===== config.mk =====
export PLATFORM = sky130hd
export DESIGN_NAME = eqed_inject_ctrl
export DESIGN_NICKNAME = d
export VERILOG_FILES = /design/src/rtl/eqed_ctrl_pkg.sv /design/src/rtl/eqed_onehot_dec.sv /design/src/rtl/eqed_inject_ctrl.sv
export SDC_FILE = /design/constraint.sdc
export NUM_CORES = 1
export LEC_CHECK = 0
export CAP_MARGIN = 20
export CORE_UTILIZATION = 40
export CTS_BUF_LIST = sky130_fd_sc_hd__clkbuf_16
export CTS_CLUSTER_DIAMETER = 50
export DETAILED_ROUTE_END_ITERATION = 8
export PLACE_DENSITY_LB_ADDON = 0.3
export SKIP_CTS_REPAIR_TIMING = 1
export SLEW_MARGIN = 15
export SYNTH_ARGS = -nofsm -noshare
export SYNTH_HDL_FRONTEND = slang
export SYNTH_HIERARCHICAL = 1
export SYNTH_SLANG_ARGS = --single-unit
export TNS_END_PERCENT = 1

===== constraint.sdc =====
create_clock -name clk -period 5.2 [get_ports clk]
set_input_delay 0.52 -clock clk [delete_from_list [all_inputs] [get_ports clk]]
set_output_delay 0.52 -clock clk [all_outputs]
set_load 0.1 [all_outputs]

===== src/rtl/eqed_ctrl_pkg.sv =====
// Shared types and constants for the EQED bit-flip injection campaign controller.
package eqed_ctrl_pkg;

  localparam int DEF_NUM_FF     = 8;
  localparam int DEF_CNT_W      = 10;
  localparam int DEF_SIG_W      = 6;
  localparam int DUT_RST_CYCLES = 2;

  typedef enum logic [2:0] {
    IDLE,
    DUT_RST,
    WAIT_INJ,
    INJECT,
    OBSERVE,
    COMPARE,
    NEXT,
    FIN
  } state_t;

endpackage


===== src/rtl/eqed_onehot_dec.sv =====
// Binary index to one-hot select decoder; output is all-zero unless enabled.
module eqed_onehot_dec #(
  parameter int N  = 8,
  parameter int IW = $clog2(N)
) (
  input  logic [IW-1:0] idx,
  input  logic          en,
  output logic [N-1:0]  onehot
);

  // NOTE: combinational blocks assign every output a default first so no latch is inferred.
  always_comb begin
    onehot = '0;
    if (en) onehot[idx] = 1'b1;
  end

endmodule


===== src/rtl/eqed_inject_ctrl.sv =====
// EQED injection campaign controller: one single-bit-flip run per flip-flop, MISR compare per run.
// Optional build macro EQED_GOLDEN_CAPTURE_EN adds a fault-free golden-capture run per campaign.
module eqed_inject_ctrl
  import eqed_ctrl_pkg::*;
#(
  parameter int NUM_FF = DEF_NUM_FF,
  parameter int CNT_W  = DEF_CNT_W,
  parameter int SIG_W  = DEF_SIG_W
) (
  input  logic                       clk,
  input  logic                       rst,
  input  logic                       start,
  input  logic                       abort,
  input  logic [CNT_W-1:0]           inj_cycle,
  input  logic [CNT_W-1:0]           obs_len,
  input  logic [SIG_W-1:0]           sig_in,
  input  logic [SIG_W-1:0]           golden_sig,
  output logic                       dut_rst,
  output logic [NUM_FF-1:0]          sel_out,
  output logic                       busy,
  output logic                       result_valid,
  output logic [$clog2(NUM_FF)-1:0]  result_ff_idx,
  output logic                       result_detected,
  output logic [$clog2(NUM_FF+1)-1:0] detect_cnt,
  output logic                       done
);

  localparam int IDX_W  = $clog2(NUM_FF);
  localparam int DCNT_W = $clog2(NUM_FF + 1);
  localparam logic [CNT_W-1:0] ONE = CNT_W'(1);

  state_t             state, state_next;
  logic [CNT_W-1:0]   cnt, cnt_next;
  logic [CNT_W-1:0]   inj_q, obs_q, eff_inj, eff_obs;
  logic [IDX_W-1:0]   ff_idx;
  logic [DCNT_W-1:0]  det_q;
  logic [IDX_W-1:0]   res_idx_q;
  logic               res_det_q;
  logic [SIG_W-1:0]   ref_sig;
  logic               golden_run;
  logic               mismatch;
  logic               last_ff;
  logic               inj_en;
  logic               abort_now;

  // Zero timing values behave as one cycle.
  assign eff_inj   = (inj_q == '0) ? ONE : inj_q;
  assign eff_obs   = (obs_q == '0) ? ONE : obs_q;
  assign last_ff   = (ff_idx == IDX_W'(NUM_FF - 1));
  assign mismatch  = (sig_in != ref_sig);
  assign abort_now = abort && (state != IDLE);

  always_ff @(posedge clk) begin
    if (rst) begin
      state <= IDLE;
      cnt   <= '0;
    end else begin
      // NOTE: sequential state uses non-blocking assignments so every register samples pre-edge values.
      state <= state_next;
      cnt   <= cnt_next;
    end
  end

  // cnt is the per-phase cycle counter; WAIT_INJ starts at 1 on the first cycle after dut_rst falls,
  // so INJECT lands exactly on cycle eff_inj.
  always_comb begin
    state_next = state;
    cnt_next   = cnt;
    if (abort_now) begin
      state_next = IDLE;
      cnt_next   = '0;
    end else begin
      unique case (state)
        IDLE: begin
          if (start) begin
            state_next = DUT_RST;
            cnt_next   = '0;
          end
        end
        DUT_RST: begin
          if (cnt == CNT_W'(DUT_RST_CYCLES - 1)) begin
            cnt_next   = ONE;
            state_next = (eff_inj == ONE) ? INJECT : WAIT_INJ;
          end else begin
            cnt_next = cnt + ONE;
          end
        end
        WAIT_INJ: begin
          if (cnt == eff_inj - ONE) state_next = INJECT;
          else                      cnt_next   = cnt + ONE;
        end
        INJECT: begin
          state_next = OBSERVE;
          cnt_next   = ONE;
        end
        OBSERVE: begin
          if (cnt == eff_obs) state_next = COMPARE;
          else                cnt_next   = cnt + ONE;
        end
        COMPARE: begin
          // The golden run restarts the DUT for flip-flop 0 instead of advancing.
          state_next = golden_run ? DUT_RST : NEXT;
          cnt_next   = '0;
        end
        NEXT: begin
          state_next = last_ff ? FIN : DUT_RST;
          cnt_next   = '0;
        end
        FIN:     state_next = IDLE;
        default: state_next = IDLE;
      endcase
    end
  end

  assign dut_rst      = (state == DUT_RST);
  assign busy         = (state != IDLE);
  assign inj_en       = (state == INJECT) && !abort_now && !golden_run;
  assign result_valid = (state == COMPARE) && !abort_now && !golden_run;
  assign done         = (state == FIN) && !abort_now;

  // Live values during the compare pulse, held values afterwards.
  assign result_ff_idx   = result_valid ? ff_idx   : res_idx_q;
  assign result_detected = result_valid ? mismatch : res_det_q;
  assign detect_cnt      = det_q;

  always_ff @(posedge clk) begin
    if (rst) begin
      inj_q     <= '0;
      obs_q     <= '0;
      ff_idx    <= '0;
      det_q     <= '0;
      res_idx_q <= '0;
      res_det_q <= 1'b0;
    end else begin
      if (state == IDLE && start) begin
        inj_q  <= inj_cycle;
        obs_q  <= obs_len;
        ff_idx <= '0;
        det_q  <= '0;
      end
      if (result_valid) begin
        res_idx_q <= ff_idx;
        res_det_q <= mismatch;
        if (mismatch && det_q != DCNT_W'(NUM_FF)) det_q <= det_q + DCNT_W'(1);
      end
      if (state == NEXT && !abort_now && !last_ff) ff_idx <= ff_idx + IDX_W'(1);
    end
  end

`ifdef EQED_GOLDEN_CAPTURE_EN
  logic [SIG_W-1:0] golden_q;

  always_ff @(posedge clk) begin
    if (rst) begin
      golden_run <= 1'b0;
      golden_q   <= '0;
    end else if (state == IDLE && start) begin
      golden_run <= 1'b1;
    end else if (abort_now) begin
      golden_run <= 1'b0;
    end else if (state == COMPARE && golden_run) begin
      golden_q   <= sig_in;
      golden_run <= 1'b0;
    end
  end

  assign ref_sig = golden_q;
`else
  assign golden_run = 1'b0;
  assign ref_sig    = golden_sig;
`endif

  eqed_onehot_dec #(
    .N  (NUM_FF),
    .IW (IDX_W)
  ) u_sel_dec (
    .idx    (ff_idx),
    .en     (inj_en),
    .onehot (sel_out)
  );

endmodule


==> impl_metrics.csv <==
group,metric,value,unit
sta,achievable-frequency,282,MHz
clock_network,clk_pin_slew,60,ps
finish,layout.filler_cells,636,
clock_network,cts_buffers,5,
grt,antenna_found_initial,0,
logic_synthesis,synth_most_common_cell,"sky130_fd_sc_hd__nand2_1",
floorplanning,die_area,0.00726,sq mm
floorplanning,die_w,85.2,um
floorplanning,core_area,0.00653,sq mm
drt,routed_wire_length_per_instance,13.1,um
drt,via_count,2534,
logic_synthesis,post_synth_instance_area,0.00277,sq mm
logic_synthesis,synth.top_cells.by_area,"sky130_fd_sc_hd__dfxtp_1, sky130_fd_sc_hd__nand2_1, sky130_fd_sc_hd__a21oi_1, sky130_fd_sc_hd__xor2_1, sky130_fd_sc_hd__ha_1",
sta,worst_slew_pin_slew,987,ps
drt,antenna_violating_nets_post_route,0,
setup_path,rr_startpoint,"inj_q[4]$_SDFFE_PP0P_",
floorplanning,rows,29,
power_and_ir_drop,powerDensity,270,mW/mm^2
logic_synthesis,synth-edff-count,0,
power_and_ir_drop,max-vdd-ir-drop,0.165,mV
setup_path,setup.worst_path.class,"in2out",
placement,place_inst,459,
setup_path,setup.reg_to_reg.worst_slack,2040,ps
logic_synthesis,ys.flop_type,"sky130_fd_sc_hd__dfxtp_1",
logic_synthesis,post-synth-top-area-fraction,31.8,%
min_path,worst_hold_startpoint,"obs_q[4]$_SDFFE_PP0P_",
sta,setup_viol,0,
setup_path,timing.critical_path.fanout_max,6,
finish,number_of_standard_cells_in_the_layout_taps_in_and_fillers_out,467,
min_path,hold_end,"obs_q[4]$_SDFFE_PP0P_",
grt,vias_in_the_first_global_route,2183,
setup_path,data_required_time_at_the_worst_endpoint,4680,ps
drt,first_pass_iters,4,
setup_path,critical_path.startpoint_type,"primary input",
clock_network,cts.path.max_buffers,2,
placement,portBuffers,55,
logic_synthesis,synth_nets,394,
logic_synthesis,synth-xor-area-share,8.22,%
logic_synthesis,largest_family_of_logic_cells_by_synthesized_area,"simple AND/OR/NAND/NOR gates",
setup_path,crit_end_element,"primary output",
logic_synthesis,ys_seq_area_share,31.8,%
sta,hold_viol,0,
setup_path,worst-r2r-cell-count,10,
logic_synthesis,synthDominantAreaCellType,"sky130_fd_sc_hd__dfxtp_1",
drt,avgViaCountPerCell,5.43,
min_path,holdPathStages,2,
run_status,status,"finished clean",
sta,grt_setup_unrepaired,"false",
grt,global_route_wire_length_before_repair,10400,um
drt,drc,0,
placement,hpwl,4530,um
min_path,min_path_type,"reg2reg",
setup_path,regToRegEndpoint,"cnt[5]$_SDFFE_PP0P_",
logic_synthesis,post_synth_fa_ha_maj_area_fraction,3.62,%
finish,post_route_cells_drive_above_1_share,7.18,%
logic_synthesis,synth-seq-cells,44,
logic_synthesis,synthDistinctLibCells,63,
grt,grt_use_total,17.6,%
grt,grt-ovfl-total,0,
sta,setup_tns,0,ps
grt,grt_start_max_net_pins,24,
floorplanning,initial_utilization,42.4,%
logic_synthesis,synth_compound_gate_area_share,19.7,%
sta,slew_headroom,34.0,%
sta,post-route-period-util,68.3,%
flow_run,drv_cap,0,
drt,detail_route.iter0.violations,163,
clock_network,htreeDepth,2,
placement,gp_congestion,0.862,
clock_network,clkSinkCount,44,
sta,slew_viol_final,0,
setup_path,critPathArrivalTime,3030,ps
clock_network,cts_tree,"yes",
logic_synthesis,synth_commonest_cells,"sky130_fd_sc_hd__nand2_1, sky130_fd_sc_hd__dfxtp_1, sky130_fd_sc_hd__a21oi_1, sky130_fd_sc_hd__clkbuf_1, sky130_fd_sc_hd__nor2_1",
sta,finalWorstPathRequiredPeriod,3550,ps
clock_network,clock_latency,290,ps
logic_synthesis,postSynthAreaPerCell,7.91,sq um
logic_synthesis,yosys.area_share.simple,29.9,%
floorplanning,floorplan.io_pins,56,
clock_network,ctsRootBufferMaster,"sky130_fd_sc_hd__clkbuf_16",
logic_synthesis,count_of_mapped_cells_out_of_synthesis,350,
logic_synthesis,synth_warnings,6,
finish,synthToLayoutAreaGrowth,26.5,%
sta,skew,3.81,ps
floorplanning,die_h,85.2,um
logic_synthesis,synthMuxAreaShare,1.45,%
finish,antenna-diode-count,0,
logic_synthesis,async_reset_ff_share,0,%
drt,finalWirelength,6130,um
power_and_ir_drop,cellLeakagePower,1.35,nW
finish,nets,433,
## report_power, final
part / leakage (nW) / switching (W) / internal (W)
Sequential: 0.358 / 0.0000211 / 0.000351
Clock: 0.0798 / 0.000131 / 0.000226
Combinational: 0.912 / 0.000117 / 0.000100
## cell families (layout without fill, tap and decap cells)
kind of cell / Yosys count / in the layout
buffers and inverters: 37 / 77
AOI/OAI and AO/OA: 78 / 78
xor gates and xnor gates: 26 / 26
and+or+nand+nor: 153 / 153
muxes: 4 / 4
adders and majority gates: 8 / 8
DFF: 44 / 44
## placed cells by master, fill, tap and decap left out, types with 3 or more instances in the layout
cell,netlist,final
sky130_fd_sc_hd__a21oi_1,36,36
sky130_fd_sc_hd__a31o_1,5,5
sky130_fd_sc_hd__a31oi_1,3,3
sky130_fd_sc_hd__and3_1,5,5
sky130_fd_sc_hd__clkbuf_16,0,5
sky130_fd_sc_hd__clkdlybuf4s50_1,0,55
sky130_fd_sc_hd__dfxtp_1,44,44
sky130_fd_sc_hd__ha_1,8,8
sky130_fd_sc_hd__inv_1,12,12
sky130_fd_sc_hd__mux2i_1,4,4
sky130_fd_sc_hd__nand2_1,66,66
sky130_fd_sc_hd__nand2b_1,7,7
sky130_fd_sc_hd__nand3_1,9,9
sky130_fd_sc_hd__nand4_1,4,4
sky130_fd_sc_hd__nor2_1,18,18
sky130_fd_sc_hd__nor2b_1,7,7
sky130_fd_sc_hd__nor3_1,6,6
sky130_fd_sc_hd__nor4_1,8,8
sky130_fd_sc_hd__o211ai_1,3,3
sky130_fd_sc_hd__o2bb2ai_1,4,4
sky130_fd_sc_hd__o31ai_1,3,3
sky130_fd_sc_hd__xnor2_1,9,9
sky130_fd_sc_hd__xor2_1,17,17
## area by class of cell
cell class	count	area [sq um]	share of cell area [%]
flip-flops and latches	44	881	25.2
clock buffers	5	125	3.57
clock inverters	3	42.5	1.21
inverters	12	45.0	1.29
repair buffers	57	573	16.4
multi-input cells	269	1740	49.7
well taps	77	96.3	2.75
## how the worst max path moves through the flow
| stage | startpoint | slack, ps | to | depth (start not counted) |
|---|---|---|---|---|
| detailed placement | abort | 1630 | result_detected | 6 |
| global placement | abort | 1720 | result_detected | 6 |
| global route | state[2]$_SDFFE_PP0P_ | 1520 | result_detected | 5 |
| floorplan | state[2]$_SDFFE_PP0P_ | 1880 | sel_out[0] | 4 |
| CTS | abort | 1630 | result_detected | 6 |
| finish | abort | 1650 | result_detected | 6 |
## routing by layer
layer | share of wire [%] | GRT usage (%)
met5 | 0 | 0
met3 | 3.9 | 3.79
met2 | 45 | 26.9
met4 | 1.0 | 4.93
met1 | 51 | 24.9
## worst max-delay path, stage by stage
cell                              delay, ps
sky130_fd_sc_hd__clkdlybuf4s50_1        450
sky130_fd_sc_hd__nand2b_1               190
sky130_fd_sc_hd__or2_1                  320
sky130_fd_sc_hd__a31oi_1                270
sky130_fd_sc_hd__a21o_1                 140
sky130_fd_sc_hd__clkdlybuf4s50_1       1130
## stage by stage
step	total power, W	instance area (sq um)	setup slack (ps)	utilization, %	hold WS, ps
floorplan	0.000535	2770	1880	-	460
global placement	0.000592	3320	1720	50.8	476
detailed placement	0.000597	3330	1630	51.1	476
CTS	0.000954	3500	1630	53.6	485
global route	0.000990	3500	1520	53.6	511
finish	0.000946	3500	1650	53.6	484
## flip-flops by register name (all words and copies together), names as in the netlist
register	flops
ff_idx	3
detect_cnt	4
inj_q	10
cnt	10
state	3
res_det_q	1
res_idx_q	3
obs_q	10
No activity file was read; power rests on OpenSTA's default activity.
==> patch (config.mk and constraints unchanged) <==
The 8 states of `state_t` get a one-hot encoding in 8 bits.
--- a/src/rtl/eqed_ctrl_pkg.sv
+++ b/src/rtl/eqed_ctrl_pkg.sv
@@ -7,13 +7,13 @@
   localparam int DUT_RST_CYCLES = 2;
 
-  typedef enum logic [2:0] {
-    IDLE,
-    DUT_RST,
-    WAIT_INJ,
-    INJECT,
-    OBSERVE,
-    COMPARE,
-    NEXT,
-    FIN
+  typedef enum logic [7:0] {
+    IDLE     = 8'b00000001,
+    DUT_RST  = 8'b00000010,
+    WAIT_INJ = 8'b00000100,
+    INJECT   = 8'b00001000,
+    OBSERVE  = 8'b00010000,
+    COMPARE  = 8'b00100000,
+    NEXT     = 8'b01000000,
+    FIN      = 8'b10000000
   } state_t;
 
Formal check against the unedited RTL: no difference found for any inputs over 10 cycles, from zero or initial values and one cycle with rst high; not proved beyond that.
==> patch against the original RTL <==
Routed wire length up 17%; final area grew 4.7%; sequential cell count rose by 5; count of clock-buffer cells in the layout did not move; setup slack worse by 650 ps; critical path depth fell by 1; synthesized area is 6.1% higher.
Power is not compared: it rests on default switching activity, and its combinational part moved more than twofold at a synthesized area within 25%.
==> patch: results (changes against the original RTL) <==
Logic synthesis
  • Sequential fraction of the synthesis area: 0.3340 (was 0.3181)
  • Syn nets: 408 (was 394)
  • Mux contribution to synthesized area: 0.02216 (was 0.01446)
  • Adder-Cell Fraction of Synth Area: 0.03409 (was 0.03615)
  • Compound-Gate Fraction of Synth Area: 0.1790 (was 0.1966)
  • Synth Area in XOR/XNOR: 0.07158 (was 0.08224)
  • Distinct cells, synth: 59 (was 63)
  • Syn_area_per_cell: 8.067 um2 (was 7.911 um2)
  • Top cells by count, synth: 56 x nand2_1, 49 x dfxtp_1, 36 x a21oi_1 (was 66 x nand2_1, 44 x dfxtp_1, 36 x a21oi_1)

Place
  • Area after DPL: 3520 um2 (was 3334 um2)

Critical path
  • Crit path from: state[2]$_SDFFE_PP0P_ (was abort)
  • Reg2reg end: cnt[9]$_SDFFE_PP0P_ (was cnt[5]$_SDFFE_PP0P_)
  • Worst Setup EP: sel_out[0] (was result_detected)
  • Flop2flop setup slack: 1610 ps (was 2040 ps)
  • CP Max Fanout: 8 (was 6)
  • Worst reg2reg path depth: 12 (was 10)
  • Top delay family on crit path: simple AND/OR/NAND/NOR gates (was buffers and inverters)

STA
  • Max transition margin: 0.3341 (was 0.3398)
  • Final Skew: 6.292 ps (was 3.806 ps)

GRT
  • Largest net degree at the start of global routing: 34 (was 24)
  • Gr usage total: 0.2007 (was 0.1756)
  • First-pass GRT wire length: 12130 um (was 10350 um)
  • M1 GR Usage: 0.2674 (was 0.2486)
  • M2 GR Usage: 0.3217 (was 0.2691)
  • Number of global-route vias before repair: 2554 (was 2183)

Outcome
  • Status: completed (unchanged)

Detailed routing
  • Drt wl/cell: 14.18 um (was 13.12 um)
  • Wl on met1: 3354 um (was 3095 um)
  • Met2 wire length: 3331 um (was 2728 um)
  • DR WL met3: 356 um (was 239 um)
  • 1st-iter DRT viols: 120 (was 163)

Cells and area
  • Layout cells sized above 1: 0.08088 (was 0.07179)
  • Layout net count: 451 (was 433)

Power
  • Overall Power: 1.319 mW
## patch: changes by cell type after synthesis, moves of 7 or more
| cell | change |
|---|---|
| clkbuf_1 | -11 |
| nand2_1 | -10 |
| nand3_1 | +10 |
| o211ai_1 | +7 |
| o21ai_0 | +7 |
## patch: per-stage QoR
step                      hold WS [ps]  setup WS, ps  std cells  utilization
after floorplan                  435.8         407.7        364            -
after global placement           448.9          1523        496       0.5068
after detailed placement         461.9          1387        496       0.5068
after CTS                        472.0          1084        504       0.5281
after global routing             500.1         806.9        504       0.5281
final                            466.5          1002        504       0.5281
## patch: kinds of logic after synthesis
logic type | after synthesis
flip-flops | 49
AND/OR/NAND/NOR | 167
multiplexers | 6
buffers and inverters | 31
XOR/XNOR | 24
adder cells (fa/ha/maj) | 8
AO/OA/AOI/OAI | 79
## patch: how the worst min path moves through the flow
stage	from	cells past startpoint	end
4_1_cts	obs_q[0]$_SDFFE_PP0P_	2	obs_q[0]$_SDFFE_PP0P_
3_5_place_dp	obs_q[0]$_SDFFE_PP0P_	2	obs_q[0]$_SDFFE_PP0P_
2_1_floorplan	obs_q[0]$_SDFFE_PP0P_	2	obs_q[0]$_SDFFE_PP0P_
6_report	obs_q[0]$_SDFFE_PP0P_	2	obs_q[0]$_SDFFE_PP0P_
3_3_place_gp	obs_q[0]$_SDFFE_PP0P_	2	obs_q[0]$_SDFFE_PP0P_
5_1_grt	obs_q[0]$_SDFFE_PP0P_	2	obs_q[0]$_SDFFE_PP0P_
## patch: area by class of cell
class | count | area [um2]
multi-input combinational | 284 | 1819
clock buffer | 5 | 125.1
sequential | 49 | 980.9
tap | 96 | 120.1
inverter | 11 | 41.29
fill | 671 | 3277
clock inverter | 3 | 22.52
timing repair buffer | 56 | 558.0
